$ cat src/rtl/prefetch_queue.sv
// Instruction prefetcher: one outstanding ROM fetch feeding a DEPTH-entry {pc, instr} queue.
// Latency: ROM response pushed at the end of its cycle, visible on out_* the next cycle.
// Backpressure: fetching stalls while queued plus in-flight entries would exceed DEPTH.
module prefetch_queue #(
    parameter int              XLEN     = 32,
    parameter int              DEPTH    = 4,
    parameter logic [XLEN-1:0] PC_STEP  = 1,
    parameter logic [XLEN-1:0] RESET_PC = 0
) (
    input  logic                     clk,
    input  logic                     rst,
    input  logic                     branch_valid,
    input  logic [XLEN-1:0]          branch_target,
    output logic                     rom_req,
    output logic [XLEN-1:0]          rom_address,
    input  logic                     rom_valid,
    input  logic [XLEN-1:0]          rom_data,
    output logic                     out_valid,
    input  logic                     out_ready,
    output logic [XLEN-1:0]          out_instr,
    output logic [XLEN-1:0]          out_pc,
    output logic [$clog2(DEPTH):0]   count
);
    localparam int AW = $clog2(DEPTH);

    logic [XLEN-1:0] fetch_pc;
    logic [XLEN-1:0] req_pc;
    logic            busy;
    logic            discard;
    logic [AW-1:0]   rd_ptr;
    logic [AW-1:0]   wr_ptr;
    logic [XLEN-1:0] pc_mem    [DEPTH];
    logic [XLEN-1:0] instr_mem [DEPTH];
    logic [AW+1:0]   inflight;
    logic            push;
    logic            pop;

    // Reserve a slot for the outstanding fetch so a push can never hit a full queue.
    assign inflight    = {1'b0, count} + {{(AW+1){1'b0}}, busy};
    assign rom_req     = rst & ~branch_valid & (~busy | rom_valid) & (inflight < (AW+2)'(DEPTH));
    assign rom_address = fetch_pc;
    assign push        = rom_valid & busy & ~discard & ~branch_valid;
    assign out_valid   = (count != '0);
    assign pop         = out_valid & out_ready & ~branch_valid;
    assign out_instr   = instr_mem[rd_ptr];
    assign out_pc      = pc_mem[rd_ptr];

    always_ff @(posedge clk or negedge rst) begin
        if (!rst) begin
            fetch_pc <= RESET_PC;
            req_pc   <= RESET_PC;
            busy     <= 1'b0;
            discard  <= 1'b0;
            rd_ptr   <= '0;
            wr_ptr   <= '0;
            count    <= '0;
        end else if (branch_valid) begin
            fetch_pc <= branch_target;
            rd_ptr   <= '0;
            wr_ptr   <= '0;
            count    <= '0;
            // A fetch still in flight belongs to the old stream: drop it on arrival.
            if (busy) begin
                if (rom_valid) begin
                    busy    <= 1'b0;
                    discard <= 1'b0;
                end else begin
                    discard <= 1'b1;
                end
            end
        end else begin
            if (rom_req) begin
                req_pc   <= fetch_pc;
                fetch_pc <= fetch_pc + PC_STEP;
                busy     <= 1'b1;
            end else if (busy && rom_valid) begin
                busy <= 1'b0;
            end
            if (busy && rom_valid) begin
                discard <= 1'b0;
            end
            if (push) begin
                wr_ptr <= wr_ptr + 1'b1;
            end
            if (pop) begin
                rd_ptr <= rd_ptr + 1'b1;
            end
            if (push && !pop) begin
                count <= count + 1'b1;
            end else if (pop && !push) begin
                count <= count - 1'b1;
            end
        end
    end

    always_ff @(posedge clk) begin
        if (push) begin
            pc_mem[wr_ptr]    <= req_pc;
            instr_mem[wr_ptr] <= rom_data;
        end
    end
endmodule

$ cat config.mk
export PLATFORM = sky130hd
export DESIGN_NAME = prefetch_queue
export DESIGN_NICKNAME = d
export VERILOG_FILES = /design/src/rtl/prefetch_queue.sv
export SDC_FILE = /design/constraint.sdc
export NUM_CORES = 1
export LEC_CHECK = 0
export ABC_AREA = 0
export CAP_MARGIN = 10
export CELL_PAD_IN_SITES_DETAIL_PLACEMENT = 1
export CELL_PAD_IN_SITES_GLOBAL_PLACEMENT = 1
export CORE_MARGIN = 5
export CORE_UTILIZATION = 51
export CTS_CLUSTER_SIZE = 16
export DETAILED_ROUTE_END_ITERATION = 10
export PLACE_DENSITY = 0.91
export SLEW_MARGIN = 20
export SYNTH_ARGS = -nofsm -noshare
export SYNTH_HDL_FRONTEND = slang
export SYNTH_SLANG_ARGS = --single-unit
$ cat constraint.sdc
create_clock -name clk -period 4.2 [get_ports clk]
set_clock_uncertainty 0.05 [all_clocks]
set_input_delay 0.84 -clock clk [delete_from_list [all_inputs] [get_ports clk]]
set_output_delay 0.84 -clock clk [all_outputs]
set_load 0.03 [all_outputs]
Word-level counts from Yosys, hierarchy flattened

Memories as Yosys holds them, arrays and structs flattened.
Index checks and enable logic that the tools add are counted.

Register bits after elaboration: 73
Memory bits (writable): 256
Input bits: 69
Word-level logic and storage cells: 61
Memories kept: 2

Memory list:

| memory    | words | width | rd ports | clocked after Yosys merged registers in | write ports | line | source |
|---|---|---|---|---|---|---|---|
| instr_mem | 4     | 32    | 1        | 0                                       | 1           | 33   | `logic [XLEN-1:0] instr_mem [DEPTH];` |
| pc_mem    | 4     | 32    | 1        | 0                                       | 1           | 32   | `logic [XLEN-1:0] pc_mem [DEPTH];` |

Add/sub/neg operators: 6
Order comparisons: 1
Equal/unequal tests: 1
Muxes and demuxes: 18
Bitwise logic cells: 12
Reductions and logical operators: 14

Operators with widths:

| operator                                              | number |
|---|---|
| 2-to-1 mux 32 bit                                     | 2 |
| adder 32 x 1 -> 32 bit, second input constant         | 1 |
| 2-to-1 mux 1 bit                                      | 9 |
| 2-to-1 mux 3 bit                                      | 3 |
| nonzero test 3 bit                                    | 3 |
| AND 1 bit                                             | 8 |
| 2-to-1 mux 2 bit                                      | 4 |
| nonzero test 2 bit                                    | 4 |
| adder 2 x 1 -> 2 bit, second input constant           | 2 |
| adder 3 x 1 -> 4 bit                                  | 1 |
| < comparator 4 x 3 -> 1 bit, second input constant    | 1 |
| AND reduction 2 bit                                   | 2 |
| adder 3 x 1 -> 3 bit, second input constant           | 1 |
| logical AND 1 bit                                     | 3 |
| inverter 1 bit                                        | 3 |
| subtractor 3 x 1 -> 3 bit, second input constant      | 1 |
| logical NOT 1 bit                                     | 2 |
| inequality test 2 x 1 -> 1 bit, second input constant | 1 |
| OR 1 bit                                              | 1 |

Depth between registers and ports, before layout

Gate-level depths: netlist of the first run.

Depth in word-level cells: 8
Depth in mapped cells: 9

Worst setup path after synthesis of the first run

Ideal clock, no wire load.

Path kind: input to register
Start: input branch_valid
End: memory instr_mem[0][0] (enable)
Setup time: 429 ps
Arrival: 2927 ps
Data required time: 3721 ps
Path slack: 794 ps
Cell stages on the path: 4
Path buffers: 2
Cells stage by stage: clkbuf_1 clkbuf_1 nor2_1 and2_1

Word-level cells in the longest chain between the ends: 4

Ends and longest elaborated chain:

| item                                   | line | source |
|---|---|---|
| from (decl)                            | 12   | `input logic branch_valid,` |
| inverter 1 bit (no source line)        | -    |  |
| AND 1 bit                              | 42   | `assign push = rom_valid & busy & ~discard & ~branch_valid;` |
| 2-to-1 mux 1 bit                       | 97   | `if (push) begin` |
| 2-to-1 mux 1 bit (implied by the code) | 99   | `instr_mem[wr_ptr] <= rom_data;` |
| to (decl)                              | 33   |  |

No other way between the ends.

Worst setup path in the final report of the first run

Start: register rd_ptr[0]
End: output out_instr[1]

Word-level cells in the longest chain between the ends: 1

Ends and longest elaborated chain:

| item                     | line | source |
|---|---|---|
| from (decl)              | 30   | `logic [AW-1:0] rd_ptr;` |
| from (signal assigned)   | 86   | `rd_ptr <= rd_ptr + 1'b1;` |
| memory read (4 x 32 bit) | -    |  |
| to (decl)                | 20   | `output logic [XLEN-1:0] out_instr,` |

No other way between the ends.

==> results of run 1 <==
worst reg2reg max path: stages (launching register included):
cell,delay (ns)
sky130_fd_sc_hd__dfrtp_1,0.56
sky130_fd_sc_hd__ha_1,0.30
sky130_fd_sc_hd__and3_1,0.17
sky130_fd_sc_hd__nand3_1,0.37
sky130_fd_sc_hd__or4b_1,0.66
sky130_fd_sc_hd__or4_1,0.44
sky130_fd_sc_hd__a31oi_1,0.21
sequential cells by signal, summed over array words and instances (netlist names):
register and flops:
count 3, pc_mem 128, discard 1, rom_address 32
rd_ptr 2, wr_ptr 2, instr_mem 128, req_pc 32
busy 1
synth_stat cells (all sizes together) (12+ instances only):
cell type,n
nor4,12
clkbuf,18
buf,13
nand2,34
nand4,16
dfrtp,73
nor2,15
o21ai,27
xnor2,20
mux4,64
xor2,13
edfxtp,256
mux2,34
nand3,16
worst max-delay path by stage:
stage	start	slack (ns)	depth (start not counted)	to
2_1_floorplan	branch_valid	0.79	4	instr_mem[0][0]
3_3_place_gp	rom_valid	0.96	5	pc_mem[3][30]
3_5_place_dp	rom_valid	0.76	5	pc_mem[3][28]
4_1_cts	rd_ptr[0]	0.42	3	out_instr[1]
5_1_grt	rd_ptr[0]	0.35	3	out_pc[31]
6_report	rd_ptr[0]	0.49	3	out_instr[1]
layer usage:
metal | track usage | share of wire | up-vias
met5 | 0 | 0 | -
met4 | 0.0550 | 0.017 | 0
met3 | 0.0434 | 0.060 | 33
met2 | 0.374 | 0.50 | 274
met1 | 0.307 | 0.42 | 3717
li1 | - | - | 3052
kinds of logic (layout without fill, tap and decap cells):
group                    after synthesis  in the layout  synth area share
AO/OA/AOI/OAI                         37             37            0.0163
AND/OR/NAND/NOR                      128            128            0.0562
XOR/XNOR                              33             33            0.0225
adder cells (fa/ha/maj)                6              6           0.00644
buffers and inverters                 36            250            0.0119
multiplexers                         102            102             0.145
flip-flops                           329            329             0.741
cell type report:
type	count	area (um2)	area share
Multi-Input combinational cell	306	3180	0.199
Sequential cell	329	9520	0.596
Clock inverter	9	42.5	0.00266
Clock buffer	50	952	0.0596
Tap cell	330	413	0.0258
Inverter	5	18.8	0.00117
Timing Repair Buffer	186	1850	0.116
per-stage QoR:
step / cell area (um2) / util / setup slack [ns]
5_1_grt: 16000 / 0.640 / 0.348
3_3_place_gp: 15000 / 0.600 / 0.961
6_report: 16000 / 0.640 / 0.489
4_1_cts: 16000 / 0.640 / 0.418
3_5_place_dp: 15000 / 0.600 / 0.765
2_1_floorplan: 12800 / - / 0.794
power breakdown:
group | switching [mW] | internal [mW]
Combinational | 1.18 | 1.09
Clock | 1.14 | 1.57
Sequential | 0.439 | 3.95
Total | 2.76 | 6.61
==> flow_results.xml, run 1 <==
<?xml version="1.0" encoding="UTF-8"?>
<metrics>
  <group name="global_route">
    <metric name="number_of_antenna_violations_at_the_first_check_in_global_routing" unit="">0</metric>
    <metric name="grt_util_all_layers" unit="">0.223</metric>
    <metric name="grt_pass1_vias" unit="">7719</metric>
    <metric name="maximum_number_of_pins_on_one_net_before_global_route_repair" unit="">60</metric>
    <metric name="global_route.overflow_total" unit="">0</metric>
    <metric name="global_route_wire_length_before_repair" unit="um">48000</metric>
  </group>
  <group name="setup_path">
    <metric name="cpPeakStageDelay" unit="ns">0.77</metric>
    <metric name="worstPathRequired" unit="ns">3.31</metric>
    <metric name="path_class" unit="">flip-flop to output pin</metric>
    <metric name="worst_ep_arrival_time" unit="ns">2.82</metric>
    <metric name="path_buf_inv" unit="">2</metric>
    <metric name="crit_path_cell_chain" unit="">buf_12, mux4_2, clkdlybuf4s50_1</metric>
    <metric name="worst_reg2reg_path_length_in_cells" unit="">6</metric>
    <metric name="crit_path_top_delay_cell" unit="">sky130_fd_sc_hd__dfrtp_4</metric>
    <metric name="critical-path-top-delay-family" unit="">buffers and inverters</metric>
    <metric name="worstSetupEndpointType" unit="">output pin</metric>
    <metric name="setup.worst_path.start_class" unit="">flip-flop</metric>
    <metric name="critical_path_peak_fanout" unit="">32</metric>
    <metric name="r2r-start" unit="">rom_address[1]</metric>
    <metric name="regToRegEndpoint" unit="">rom_address[30]</metric>
    <metric name="regToRegSetupSlack" unit="ns">1.32</metric>
  </group>
  <group name="timing">
    <metric name="timing.final.setup_violations" unit="">0</metric>
    <metric name="timing.final.hold_violations" unit="">0</metric>
    <metric name="finalMaxSlewViolations" unit="">0</metric>
    <metric name="finalWorstPathRequiredPeriod" unit="ns">3.71</metric>
    <metric name="fmax" unit="MHz">269</metric>
    <metric name="hold-worst-slack" unit="ns">0.152</metric>
    <metric name="setup_total_negative_slack" unit="ns">0</metric>
    <metric name="unrepaired_setup_endpoints_after_global_routing" unit="">false</metric>
    <metric name="max_slew_margin" unit="">0.476</metric>
    <metric name="final_min_period_over_clock_period" unit="">0.884</metric>
    <metric name="worst_slew_pin_slew" unit="ns">0.786</metric>
  </group>
  <group name="floorplan">
    <metric name="fp.coreArea" unit="mm2">0.0250</metric>
    <metric name="floorplan.initialDensity" unit="">0.514</metric>
    <metric name="num_rows" unit="">58</metric>
    <metric name="die_width" unit="um">169</metric>
    <metric name="top_level_ports" unit="">170</metric>
    <metric name="die_h" unit="um">169</metric>
    <metric name="design.die.area" unit="mm2">0.0284</metric>
  </group>
  <group name="placed_design">
    <metric name="port-buffer-count" unit="">169</metric>
    <metric name="gpl.final_weighted_congestion" unit="">0.810</metric>
    <metric name="dpl.hpwl" unit="um">20500</metric>
    <metric name="place.detailed.instances" unit="">1156</metric>
  </group>
  <group name="clock_tree">
    <metric name="htree_num_levels" unit="">2</metric>
    <metric name="post_cts.repair.setup_buffers" unit="">0</metric>
    <metric name="cts.sinks" unit="">329</metric>
    <metric name="cts_tree" unit="">yes</metric>
    <metric name="clockRootBuffer" unit="">sky130_fd_sc_hd__clkbuf_16</metric>
    <metric name="ctsResizeCount" unit="">0</metric>
    <metric name="clkSlewWorstSetupHoldPaths" unit="ns">0.06</metric>
    <metric name="clockBufferDepth" unit="">3</metric>
    <metric name="worstSkewPairLatency" unit="ns">0.51</metric>
    <metric name="numCtsBuffers" unit="">34</metric>
    <metric name="cts_hold_repair.buffers" unit="">0</metric>
  </group>
  <group name="logic_synthesis">
    <metric name="postSynthNetCount" unit="">746</metric>
    <metric name="synth_top_cell_area_share" unit="">0.599</metric>
    <metric name="ys.warnings.count" unit="">0</metric>
    <metric name="avgSynthCellArea" unit="um2">19.1</metric>
    <metric name="synth_area_leader_cell" unit="">sky130_fd_sc_hd__edfxtp_1</metric>
    <metric name="synth.lib_cells_used.distinct" unit="">49</metric>
    <metric name="synth_edf_count" unit="">256</metric>
    <metric name="synth_top_cells_by_area" unit="">sky130_fd_sc_hd__edfxtp_1, sky130_fd_sc_hd__dfrtp_1, sky130_fd_sc_hd__mux4_2</metric>
    <metric name="synthesis.instances" unit="">671</metric>
    <metric name="seq_area_frac_synth" unit="">0.741</metric>
    <metric name="syn_area" unit="mm2">0.0128</metric>
    <metric name="synth-main-ff-cell" unit="">sky130_fd_sc_hd__edfxtp_1</metric>
    <metric name="synth_seq_cells" unit="">329</metric>
    <metric name="synth_async_sr_flop_share" unit="">0.222</metric>
  </group>
  <group name="drt">
    <metric name="routed_wire_per_std_cell" unit="um">25.9</metric>
    <metric name="wirelength" unit="um">31400</metric>
    <metric name="via_count" unit="">7076</metric>
    <metric name="detail_route.drc_violations" unit="">0</metric>
    <metric name="detail_route.iter0.violations" unit="">548</metric>
    <metric name="antenna_violating_nets_post_route" unit="">0</metric>
    <metric name="vias_per_cell" unit="">5.82</metric>
    <metric name="drt-pass1-iter-count" unit="">5</metric>
  </group>
  <group name="power_and_ir_drop">
    <metric name="ir_drop" unit="uV">297</metric>
    <metric name="leakagePower" unit="nW">5.30</metric>
    <metric name="fin_total_pwr" unit="mW">9.37</metric>
    <metric name="power.density" unit="mW/mm2">586</metric>
  </group>
  <group name="layout">
    <metric name="syn2layout_area_growth" unit="%">24.5</metric>
    <metric name="drive_above_1_share" unit="">0.194</metric>
    <metric name="layout.nets" unit="">937</metric>
    <metric name="n_fill_cell" unit="">2170</metric>
    <metric name="diodes" unit="">0</metric>
    <metric name="mostFrequentLayoutCells" unit="">sky130_fd_sc_hd__edfxtp_1, sky130_fd_sc_hd__clkdlybuf4s50_1, sky130_fd_sc_hd__dfrtp_1</metric>
    <metric name="final_common_cell" unit="">sky130_fd_sc_hd__edfxtp_1</metric>
    <metric name="fin_cells" unit="">1215</metric>
  </group>
  <group name="flow_run">
    <metric name="timing.max_cap.violations" unit="">0</metric>
  </group>
  <group name="hold_path">
    <metric name="hp-class" unit="">input pin to async pin</metric>
  </group>
  <group name="status">
    <metric name="run_status" unit="">complete, no violations</metric>
  </group>
</metrics>
Power figures use the tool's default switching activity.
==> run 2: changes to the inputs <==
--- a/config.mk
+++ b/config.mk
@@ -6,14 +6,14 @@
 export NUM_CORES = 1
 export LEC_CHECK = 0
 export ABC_AREA = 0
-export CAP_MARGIN = 10
 export CELL_PAD_IN_SITES_DETAIL_PLACEMENT = 1
 export CELL_PAD_IN_SITES_GLOBAL_PLACEMENT = 1
 export CORE_MARGIN = 5
-export CORE_UTILIZATION = 51
+export CORE_UTILIZATION = 54
 export CTS_CLUSTER_SIZE = 16
 export DETAILED_ROUTE_END_ITERATION = 10
-export PLACE_DENSITY = 0.91
+export DONT_BUFFER_PORTS = 1
+export PLACE_DENSITY = 0.85
 export SLEW_MARGIN = 20
 export SYNTH_ARGS = -nofsm -noshare
 export SYNTH_HDL_FRONTEND = slang
==> constraint.sdc (replaced) <==
create_clock -name clk -period 4 [get_ports clk]
set_clock_uncertainty 0.05 [all_clocks]
set_input_delay 0.8 -clock clk [delete_from_list [all_inputs] [get_ports clk]]
set_output_delay 0.8 -clock clk [all_outputs]
set_load 0.03 [all_outputs]
==> run 2 against run 1 <==
Final area down 10%. Clock power up 16%. Hold slack worse by 0.014 ns. Total power up 0.73%. Routed wire length down 8.8%. Combinational power down 31%. First-iteration DRC count down 13%. Highest routed layer unchanged.
==> flow_results.xml, run 2 (synthesis results as in run 1) <==
<?xml version="1.0" encoding="UTF-8"?>
<metrics>
  <group name="drt">
    <metric name="detail_route.drc_violations" unit="">0</metric>
    <metric name="wirelength" unit="um">28700</metric>
    <metric name="via_count" unit="">6330</metric>
    <metric name="detail_route.iter0.violations" unit="">479</metric>
    <metric name="drt-pass1-iter-count" unit="">5</metric>
    <metric name="routed_wire_per_std_cell" unit="um">28.0</metric>
    <metric name="vias_per_cell" unit="">6.18</metric>
    <metric name="antenna_violating_nets_post_route" unit="">0</metric>
  </group>
  <group name="floorplan">
    <metric name="num_rows" unit="">56</metric>
    <metric name="top_level_ports" unit="">170</metric>
    <metric name="design.die.area" unit="mm2">0.0269</metric>
    <metric name="die_width" unit="um">164</metric>
    <metric name="floorplan.initialDensity" unit="">0.548</metric>
    <metric name="die_h" unit="um">164</metric>
    <metric name="fp.coreArea" unit="mm2">0.0234</metric>
  </group>
  <group name="timing">
    <metric name="fmax" unit="MHz">301</metric>
    <metric name="timing.final.setup_violations" unit="">0</metric>
    <metric name="unrepaired_setup_endpoints_after_global_routing" unit="">false</metric>
    <metric name="finalWorstPathRequiredPeriod" unit="ns">3.32</metric>
    <metric name="setup_ws" unit="ns">0.682</metric>
    <metric name="worst_slew_pin_slew" unit="ns">1.04</metric>
    <metric name="hold-worst-slack" unit="ns">0.138</metric>
    <metric name="setup_total_negative_slack" unit="ns">0</metric>
    <metric name="final_min_period_over_clock_period" unit="">0.829</metric>
    <metric name="max_slew_margin" unit="">0.307</metric>
    <metric name="timing.final.hold_violations" unit="">0</metric>
    <metric name="finalMaxSlewViolations" unit="">0</metric>
  </group>
  <group name="setup_path">
    <metric name="critical-path-top-delay-family" unit="">flip-flops</metric>
    <metric name="cpPeakStageDelay" unit="ns">0.89</metric>
    <metric name="path_buf_inv" unit="">1</metric>
    <metric name="timing.critical_path.to" unit="">out_instr[20]</metric>
    <metric name="worstSetupEndpointType" unit="">output pin</metric>
    <metric name="worstPathRequired" unit="ns">3.15</metric>
    <metric name="regToRegEndpoint" unit="">rom_address[30]</metric>
    <metric name="critical_path_peak_fanout" unit="">34</metric>
    <metric name="setup.worst_path.start_class" unit="">flip-flop</metric>
    <metric name="crit_path_cell_chain" unit="">buf_12, mux4_2</metric>
    <metric name="regToRegSetupSlack" unit="ns">1.30</metric>
    <metric name="r2r-start" unit="">rom_address[0]</metric>
    <metric name="crit_path_start" unit="">rd_ptr[0]</metric>
    <metric name="worst_ep_arrival_time" unit="ns">2.47</metric>
    <metric name="worst_reg2reg_path_length_in_cells" unit="">7</metric>
    <metric name="crit_path_top_delay_cell" unit="">sky130_fd_sc_hd__dfrtp_4</metric>
    <metric name="path_class" unit="">flip-flop to output pin</metric>
    <metric name="cp.depth" unit="">2</metric>
  </group>
  <group name="clock_tree">
    <metric name="htree_num_levels" unit="">2</metric>
    <metric name="numCtsBuffers" unit="">35</metric>
    <metric name="clockBufferDepth" unit="">3</metric>
    <metric name="cts.sinks" unit="">329</metric>
    <metric name="cts_hold_repair.buffers" unit="">1</metric>
    <metric name="clockRootBuffer" unit="">sky130_fd_sc_hd__clkbuf_16</metric>
    <metric name="ctsResizeCount" unit="">0</metric>
    <metric name="cts_tree" unit="">yes</metric>
    <metric name="worstSkewPairLatency" unit="ns">0.50</metric>
    <metric name="post_cts.repair.setup_buffers" unit="">0</metric>
    <metric name="clkSlewWorstSetupHoldPaths" unit="ns">0.06</metric>
  </group>
  <group name="layout">
    <metric name="drive_above_1_share" unit="">0.232</metric>
    <metric name="final_area" unit="mm2">0.0143</metric>
    <metric name="final_common_cell" unit="">sky130_fd_sc_hd__edfxtp_1</metric>
    <metric name="n_fill_cell" unit="">2021</metric>
    <metric name="mostFrequentLayoutCells" unit="">sky130_fd_sc_hd__edfxtp_1, sky130_fd_sc_hd__dfrtp_1, sky130_fd_sc_hd__mux4_2</metric>
    <metric name="finalCoreUtilization" unit="">0.613</metric>
    <metric name="reg.largest.list" unit="">instr_mem (128), pc_mem (128)</metric>
    <metric name="layout.nets" unit="">758</metric>
    <metric name="diodes" unit="">0</metric>
    <metric name="fin_cells" unit="">1025</metric>
    <metric name="syn2layout_area_growth" unit="%">11.7</metric>
  </group>
  <group name="placed_design">
    <metric name="place_area" unit="mm2">0.0132</metric>
    <metric name="port-buffer-count" unit="">0</metric>
    <metric name="gpl.final_weighted_congestion" unit="">0.858</metric>
    <metric name="dp_worst_setup_slack" unit="ns">1.15</metric>
    <metric name="dpl.hpwl" unit="um">18100</metric>
    <metric name="place.detailed.instances" unit="">964</metric>
  </group>
  <group name="flow_run">
    <metric name="timing.max_cap.violations" unit="">0</metric>
  </group>
  <group name="status">
    <metric name="run_status" unit="">complete, no violations</metric>
  </group>
  <group name="hold_path">
    <metric name="hp-class" unit="">input pin to async pin</metric>
  </group>
  <group name="global_route">
    <metric name="number_of_antenna_violations_at_the_first_check_in_global_routing" unit="">0</metric>
    <metric name="global_route.overflow_total" unit="">0</metric>
    <metric name="maximum_number_of_pins_on_one_net_before_global_route_repair" unit="">75</metric>
    <metric name="grt_util_all_layers" unit="">0.218</metric>
    <metric name="global_route_wire_length_before_repair" unit="um">43600</metric>
    <metric name="grt_pass1_vias" unit="">6909</metric>
  </group>
  <group name="power_and_ir_drop">
    <metric name="fin_total_pwr" unit="mW">9.43</metric>
    <metric name="power.density" unit="mW/mm2">658</metric>
    <metric name="ir_drop" unit="uV">352</metric>
    <metric name="leakagePower" unit="nW">4.65</metric>
  </group>
</metrics>
==> run 2: cell types whose count changed in the layout (fill, tap and decap cells not counted), moves of 2 or more <==
cell	before	now
sky130_fd_sc_hd__clkbuf_16	35	38
sky130_fd_sc_hd__buf_4	16	4
sky130_fd_sc_hd__clkdlybuf4s50_1	166	0
sky130_fd_sc_hd__buf_12	3	1
sky130_fd_sc_hd__bufinv_16	0	3
sky130_fd_sc_hd__clkbuf_1	13	9
==> run 2: cell type report <==
type	instances	area, um2	share of cell area
Sequential cell	329	9520	0.664
Clock inverter	12	136	0.00951
Clock buffer	48	998	0.0697
Tap cell	319	399	0.0278
Inverter	5	18.8	0.00131
Timing Repair Buffer	6	77.6	0.00541
Multi-Input combinational cell	306	3180	0.222
==> run 2: worst register-to-register path: stages, from the launching register on <==
cell	delay, ns
sky130_fd_sc_hd__dfrtp_1	0.69
sky130_fd_sc_hd__ha_1	0.32
sky130_fd_sc_hd__and3_1	0.17
sky130_fd_sc_hd__nand3_1	0.08
sky130_fd_sc_hd__buf_4	0.21
sky130_fd_sc_hd__or4b_1	0.52
sky130_fd_sc_hd__or4_1	0.40
sky130_fd_sc_hd__a31oi_1	0.18
==> run 2: worst min path at each step <==
stage	depth (start not counted)	to
2_1_floorplan	0	pc_mem[0][0]
3_3_place_gp	0	pc_mem[0][29]
3_5_place_dp	0	req_pc[9]
4_1_cts	1	rom_address[10]
5_1_grt	1	rom_address[11]
6_report	1	rom_address[8]
==> run 2: layer usage <==
metal  up-vias  GRT usage  part of all wire
met2       292      0.348              0.49
met1      3271      0.293              0.40
met5         -          0                 0
li1       2706          -                 -
met4         0     0.0606             0.024
met3        61     0.0698             0.096
==> run 2: where the power goes <==
part / total (mW) / internal, mW / leakage, nW / switching (mW)
sequential: 4.71 / 4.15 / 3.19 / 0.561
combinational: 1.57 / 0.658 / 0.905 / 0.913
clock: 3.15 / 1.94 / 0.551 / 1.22
==> run 3: changes to the inputs <==
--- a/config.mk
+++ b/config.mk
@@ -9,11 +9,11 @@
 export CELL_PAD_IN_SITES_DETAIL_PLACEMENT = 1
 export CELL_PAD_IN_SITES_GLOBAL_PLACEMENT = 1
 export CORE_MARGIN = 5
-export CORE_UTILIZATION = 54
+export CORE_UTILIZATION = 49
 export CTS_CLUSTER_SIZE = 16
 export DETAILED_ROUTE_END_ITERATION = 10
 export DONT_BUFFER_PORTS = 1
-export PLACE_DENSITY = 0.85
+export PLACE_DENSITY = 0.81
 export SLEW_MARGIN = 20
 export SYNTH_ARGS = -nofsm -noshare
 export SYNTH_HDL_FRONTEND = slang
==> constraint.sdc (replaced) <==
create_clock -name clk -period 2.9 [get_ports clk]
set_clock_uncertainty 0.05 [all_clocks]
set_input_delay 0.58 -clock clk [delete_from_list [all_inputs] [get_ports clk]]
set_output_delay 0.58 -clock clk [all_outputs]
set_load 0.03 [all_outputs]
==> run 3 against run 2 <==
Total power increased by 39%. Die area is 9.6% higher. Register-to-register slack got worse by 0.79 ns. Clock-buffer cell count down 7. Hold slack got worse by 0.057 ns. Critical endpoint is now rom_req. Final area up 2.0%. Global-route usage fell by 2.3 points. First-iteration DRC count decreased by 14%. Via count grew 0.71%.
==> flow_results.xml, run 3 (synthesis results as in run 1) <==
<?xml version="1.0" encoding="UTF-8"?>
<metrics>
  <group name="floorplan">
    <metric name="top_level_ports" unit="">170</metric>
    <metric name="design.die.area" unit="mm2">0.0295</metric>
    <metric name="die_width" unit="um">172</metric>
    <metric name="floorplan.initialDensity" unit="">0.495</metric>
    <metric name="num_rows" unit="">59</metric>
    <metric name="die_h" unit="um">172</metric>
    <metric name="fp.coreArea" unit="mm2">0.0259</metric>
  </group>
  <group name="timing">
    <metric name="setup_total_negative_slack" unit="ns">0</metric>
    <metric name="final_min_period_over_clock_period" unit="">0.952</metric>
    <metric name="finalMaxSlewViolations" unit="">0</metric>
    <metric name="timing.final.setup_violations" unit="">0</metric>
    <metric name="worst_slew_pin_slew" unit="ns">0.602</metric>
    <metric name="fmax" unit="MHz">362</metric>
    <metric name="max_slew_margin" unit="">0.595</metric>
    <metric name="timing.final.hold_violations" unit="">0</metric>
    <metric name="finalWorstPathRequiredPeriod" unit="ns">2.76</metric>
    <metric name="unrepaired_setup_endpoints_after_global_routing" unit="">false</metric>
  </group>
  <group name="power_and_ir_drop">
    <metric name="ir_drop" unit="uV">610</metric>
    <metric name="clkPwrFrac" unit="">0.329</metric>
    <metric name="power.sequential.fraction" unit="">0.478</metric>
    <metric name="power.density" unit="mW/mm2">895</metric>
    <metric name="power_switching" unit="mW">3.83</metric>
    <metric name="leakagePower" unit="nW">4.81</metric>
    <metric name="power.combinational.fraction" unit="">0.193</metric>
    <metric name="internal_power" unit="mW">9.26</metric>
    <metric name="sw_frac_of_total" unit="">0.292</metric>
  </group>
  <group name="drt">
    <metric name="via_count" unit="">6375</metric>
    <metric name="antenna_violating_nets_post_route" unit="">0</metric>
    <metric name="drt-pass1-iter-count" unit="">4</metric>
    <metric name="routed_wire_per_std_cell" unit="um">26.4</metric>
    <metric name="detail_route.iter0.violations" unit="">413</metric>
    <metric name="vias_per_cell" unit="">5.95</metric>
    <metric name="detail_route.drc_violations" unit="">0</metric>
    <metric name="wirelength" unit="um">28300</metric>
  </group>
  <group name="placed_design">
    <metric name="dpl.hpwl" unit="um">18800</metric>
    <metric name="port-buffer-count" unit="">0</metric>
    <metric name="gpl.final_weighted_congestion" unit="">0.860</metric>
  </group>
  <group name="clock_tree">
    <metric name="clkSlewWorstSetupHoldPaths" unit="ns">0.07</metric>
    <metric name="cts.sinks" unit="">329</metric>
    <metric name="clockRootBuffer" unit="">sky130_fd_sc_hd__clkbuf_16</metric>
    <metric name="cts_tree" unit="">yes</metric>
    <metric name="worstSkewPairLatency" unit="ns">0.51</metric>
    <metric name="htree_num_levels" unit="">2</metric>
    <metric name="clockBufferDepth" unit="">3</metric>
    <metric name="post_cts.repair.setup_buffers" unit="">0</metric>
    <metric name="numCtsBuffers" unit="">36</metric>
  </group>
  <group name="global_route">
    <metric name="global_route_wire_length_before_repair" unit="um">43500</metric>
    <metric name="grt_pass1_vias" unit="">7120</metric>
    <metric name="number_of_antenna_violations_at_the_first_check_in_global_routing" unit="">0</metric>
    <metric name="maximum_number_of_pins_on_one_net_before_global_route_repair" unit="">75</metric>
    <metric name="grt_util_all_layers" unit="">0.195</metric>
    <metric name="global_route.overflow_total" unit="">0</metric>
  </group>
  <group name="flow_run">
    <metric name="timing.max_cap.violations" unit="">0</metric>
  </group>
  <group name="layout">
    <metric name="drive_above_1_share" unit="">0.268</metric>
    <metric name="finalCoreUtilization" unit="">0.564</metric>
    <metric name="syn2layout_area_growth" unit="%">13.9</metric>
    <metric name="diodes" unit="">0</metric>
    <metric name="register_area" unit="mm2">0.00952</metric>
    <metric name="multi_input_comb_area" unit="mm2">0.00318</metric>
    <metric name="final_common_cell" unit="">sky130_fd_sc_hd__edfxtp_1</metric>
    <metric name="n_fill_cell" unit="">2256</metric>
    <metric name="layout.nets" unit="">786</metric>
    <metric name="reg.largest.list" unit="">instr_mem (128), pc_mem (128)</metric>
    <metric name="mostFrequentLayoutCells" unit="">sky130_fd_sc_hd__edfxtp_1, sky130_fd_sc_hd__dfrtp_1, sky130_fd_sc_hd__mux4_2</metric>
  </group>
  <group name="setup_path">
    <metric name="worstSetupEndpointType" unit="">output pin</metric>
    <metric name="critical_path_peak_fanout" unit="">15</metric>
    <metric name="setup.worst_path.start_class" unit="">flip-flop</metric>
    <metric name="worst_ep_arrival_time" unit="ns">2.13</metric>
    <metric name="path_class" unit="">flip-flop to output pin</metric>
    <metric name="worstPathRequired" unit="ns">2.27</metric>
  </group>
  <group name="hold_path">
    <metric name="hp-class" unit="">input pin to flip-flop</metric>
  </group>
  <group name="status">
    <metric name="run_status" unit="">complete, no violations</metric>
  </group>
</metrics>
[run 3: worst paths after layout]
check	startpoint	end	slack (ns)	cells past startpoint
setup / recovery	count[0]	rom_req	0.14	6
hold / removal	branch_valid	count[2]	0.08	1
setup reg to reg	rom_address[11]	rom_address[27]	0.51	5
hold reg to reg	req_pc[29]	pc_mem[1][29]	0.47	0
max in group asynchronous	rst	rd_ptr[0]	1.90	2
min in group asynchronous	rst	req_pc[10]	0.57	2
[run 3: routing by layer]
layer	part of all wire	global-route usage
met5	0	0
met2	0.49	0.327
met4	0.022	0.0496
met1	0.39	0.246
met3	0.091	0.0662
[run 3: through the flow]
| stage | std cells | hold slack, ns | instance area, um2 | power (mW) | setup WS, ns |
|---|---|---|---|---|---|
| finish | 1071 | 0.0813 | 14600 | 13.1 | 0.140 |
| detailed placement | 1006 | 0.237 | 13500 | 8.90 | 0.602 |
| CTS | 1071 | 0.0616 | 14600 | 13.3 | 0.124 |
| floorplan | 671 | 0.234 | 12800 | 8.25 | 0.392 |
| global placement | 1006 | 0.237 | 13500 | 8.76 | 0.619 |
| global route | 1071 | 0.0606 | 14600 | 13.7 | 0.0591 |
[run 3: worst max-delay path: stages, from the launching register on]
cell and delay [ns]:
sky130_fd_sc_hd__dfrtp_1 0.54, sky130_fd_sc_hd__nand3_1 0.19, sky130_fd_sc_hd__nand4b_1 0.13, sky130_fd_sc_hd__buf_4 0.18
sky130_fd_sc_hd__buf_4 0.20, sky130_fd_sc_hd__nor2_4 0.10, sky130_fd_sc_hd__buf_4 0.28
[run 3: power groups by stage]
| stage | Clock (mW) | Combinational [mW] | Sequential, mW |
|---|---|---|---|
| 3_3_place_gp | 0 | 2.49 | 6.27 |
| 6_report | 4.30 | 2.53 | 6.25 |
| 4_1_cts | 4.42 | 2.58 | 6.26 |
| 5_1_grt | 4.64 | 2.70 | 6.32 |
| 2_1_floorplan | 0 | 2.04 | 6.21 |
| 3_5_place_dp | 0 | 2.55 | 6.35 |
[run 3: final cells by class]
type,count,share of cell area
repair buffers,33,0.0236
multi-input cells,306,0.218
clock inverters,22,0.0109
inverters,5,0.00128
well taps,335,0.0287
flip-flops and latches,329,0.651
clock buffers,41,0.0664
[run 3: repair_timing]
| item | CTS | global route |
|---|---|---|
| hold buffers | 2 | 0 |
| setup endpoints to repair | 0 | 0 |
| endpoints found under the hold margin | 73 | 0 |
| gates resized for setup | 0 | 0 |
==> RTL edit (config.mk and constraints of run 3) <==
Register the input `branch_target` before use. The logic sees it one clock later. The other inputs are not delayed to match.
--- a/src/rtl/prefetch_queue.sv
+++ b/src/rtl/prefetch_queue.sv
@@ -23,4 +23,10 @@
 );
     localparam int AW = $clog2(DEPTH);
+
+    logic [XLEN-1:0] branch_target_q;
+
+    always_ff @(posedge clk) begin
+        branch_target_q <= branch_target;
+    end
 
     logic [XLEN-1:0] fetch_pc;
@@ -56,5 +62,5 @@
             count    <= '0;
         end else if (branch_valid) begin
-            fetch_pc <= branch_target;
+            fetch_pc <= branch_target_q;
             rd_ptr   <= '0;
             wr_ptr   <= '0;
Check against the original RTL: not equivalent (a bounded check fails within 4 cycles, from zero or initial values and one cycle with rst low).
==> RTL edit against run 3 <==
Area after synthesis up 7.1%. Routed wire length up 6.1%. Largest cell class unchanged. Power up 9.5%. Core utilization up 0.25 points. First-iteration DRC count down 7.7%. Sequential cell count up 32. Setup slack better by 0.058 ns. Global-route usage down 0.37 points. Sequential share of layout area down 0.42 points. Final area up 7.4%. Final cell count up 11%.
==> RTL edit: results (changes against run 3) <==
worst vdd ir -> 0.696 mV (+14%)
Finished Layout Cells -> 1184 (+11%)
Signal inverters -> 13 (+8)
met3 routed WL -> 2290 µm (-11%)
GR Layer Usage met2 -> 31.4% (-1.3 points)
synthesized flop and latch total -> 361 (+9.7%)
sequential area share after synthesis -> 73.9% (-0.23 points)
Iter 0 DRT Violations -> 381 (-7.7%)
HP Start -> branch_target[0]
Total GRT Usage -> 19.1% (-0.37 points)
Post-Synth XOR/XNOR Area -> 0.701% (-1.6 points)
drt pass-1 iters -> 5 (+1)
cells after synthesis -> 748 (+11%)
max_slew headroom -> 39.8% (-20 points)
clock network area share -> 8.25% (+0.52 points)
proportion of layout cells with a drive suffix above 1 -> 25.1% (-1.7 points)
worst hold stages -> 0 (-1)
Synth cell types -> 59 (+20%)
CP top delay family -> compound AO/OA/AOI/OAI gates
Hold EP -> branch_target_q[0]
placed cell area -> 14400 µm² (+6.8%)
vias per std cell -> 5.92 (-0.56%)
Worst Path Max Fanout -> 23 (+8)
status -> finished clean
register area -> 10200 µm² (+6.7%)
Post-layout nets -> 852 (+8.4%)
fraction of area in multi-input gates -> 21.5% (-0.28 points)
Hold Slack -> 0.0351 ns (-0.0462 ns)
met2 wire length -> 14900 µm (+6.4%)
adder-cell share of the synthesized area -> 0.601% (-0.042 points)
Area growth, synth to finish -> 14.3%
final RePlAce weighted congestion -> 0.840 (-2.4%)
-- RTL edit: cell count changes in the layout (fill, tap and decap cells not counted), moves of 8 or more --
cell     before  now
o31ai_1       1    9
buf_4        25   12
inv_1         5   13
xnor2_1      20    9
xor2_1       13    2
dfxtp_1       0   32
a31oi_1       1   14
or4_1         1   10
nand2_1      34   20
-- RTL edit: worst max-delay path by stage --
stage | start | endpoint | slack (ns)
global route | count[1] | rom_req | 0.09
global placement | rom_address[3] | rom_address[15] | 0.64
floorplan | branch_valid | count[2] | 0.37
detailed placement | rom_address[3] | rom_address[15] | 0.55
finish | count[1] | rom_req | 0.20
CTS | count[1] | rom_req | 0.06
-- RTL edit: repair_timing --
action | CTS | global route
endpoints found under the hold margin | 73 | 0
endpoints found under the setup margin | 0 | 1
hold buffers | 2 | 0
resized for setup | 0 | 1
-- RTL edit: power breakdown --
part           switching (µW)  internal [µW]  total, µW
Sequential                645           6180       6830
Combinational            1580            979       2560
Clock                    1950           2990       4940
Total                    4170          10200      14300
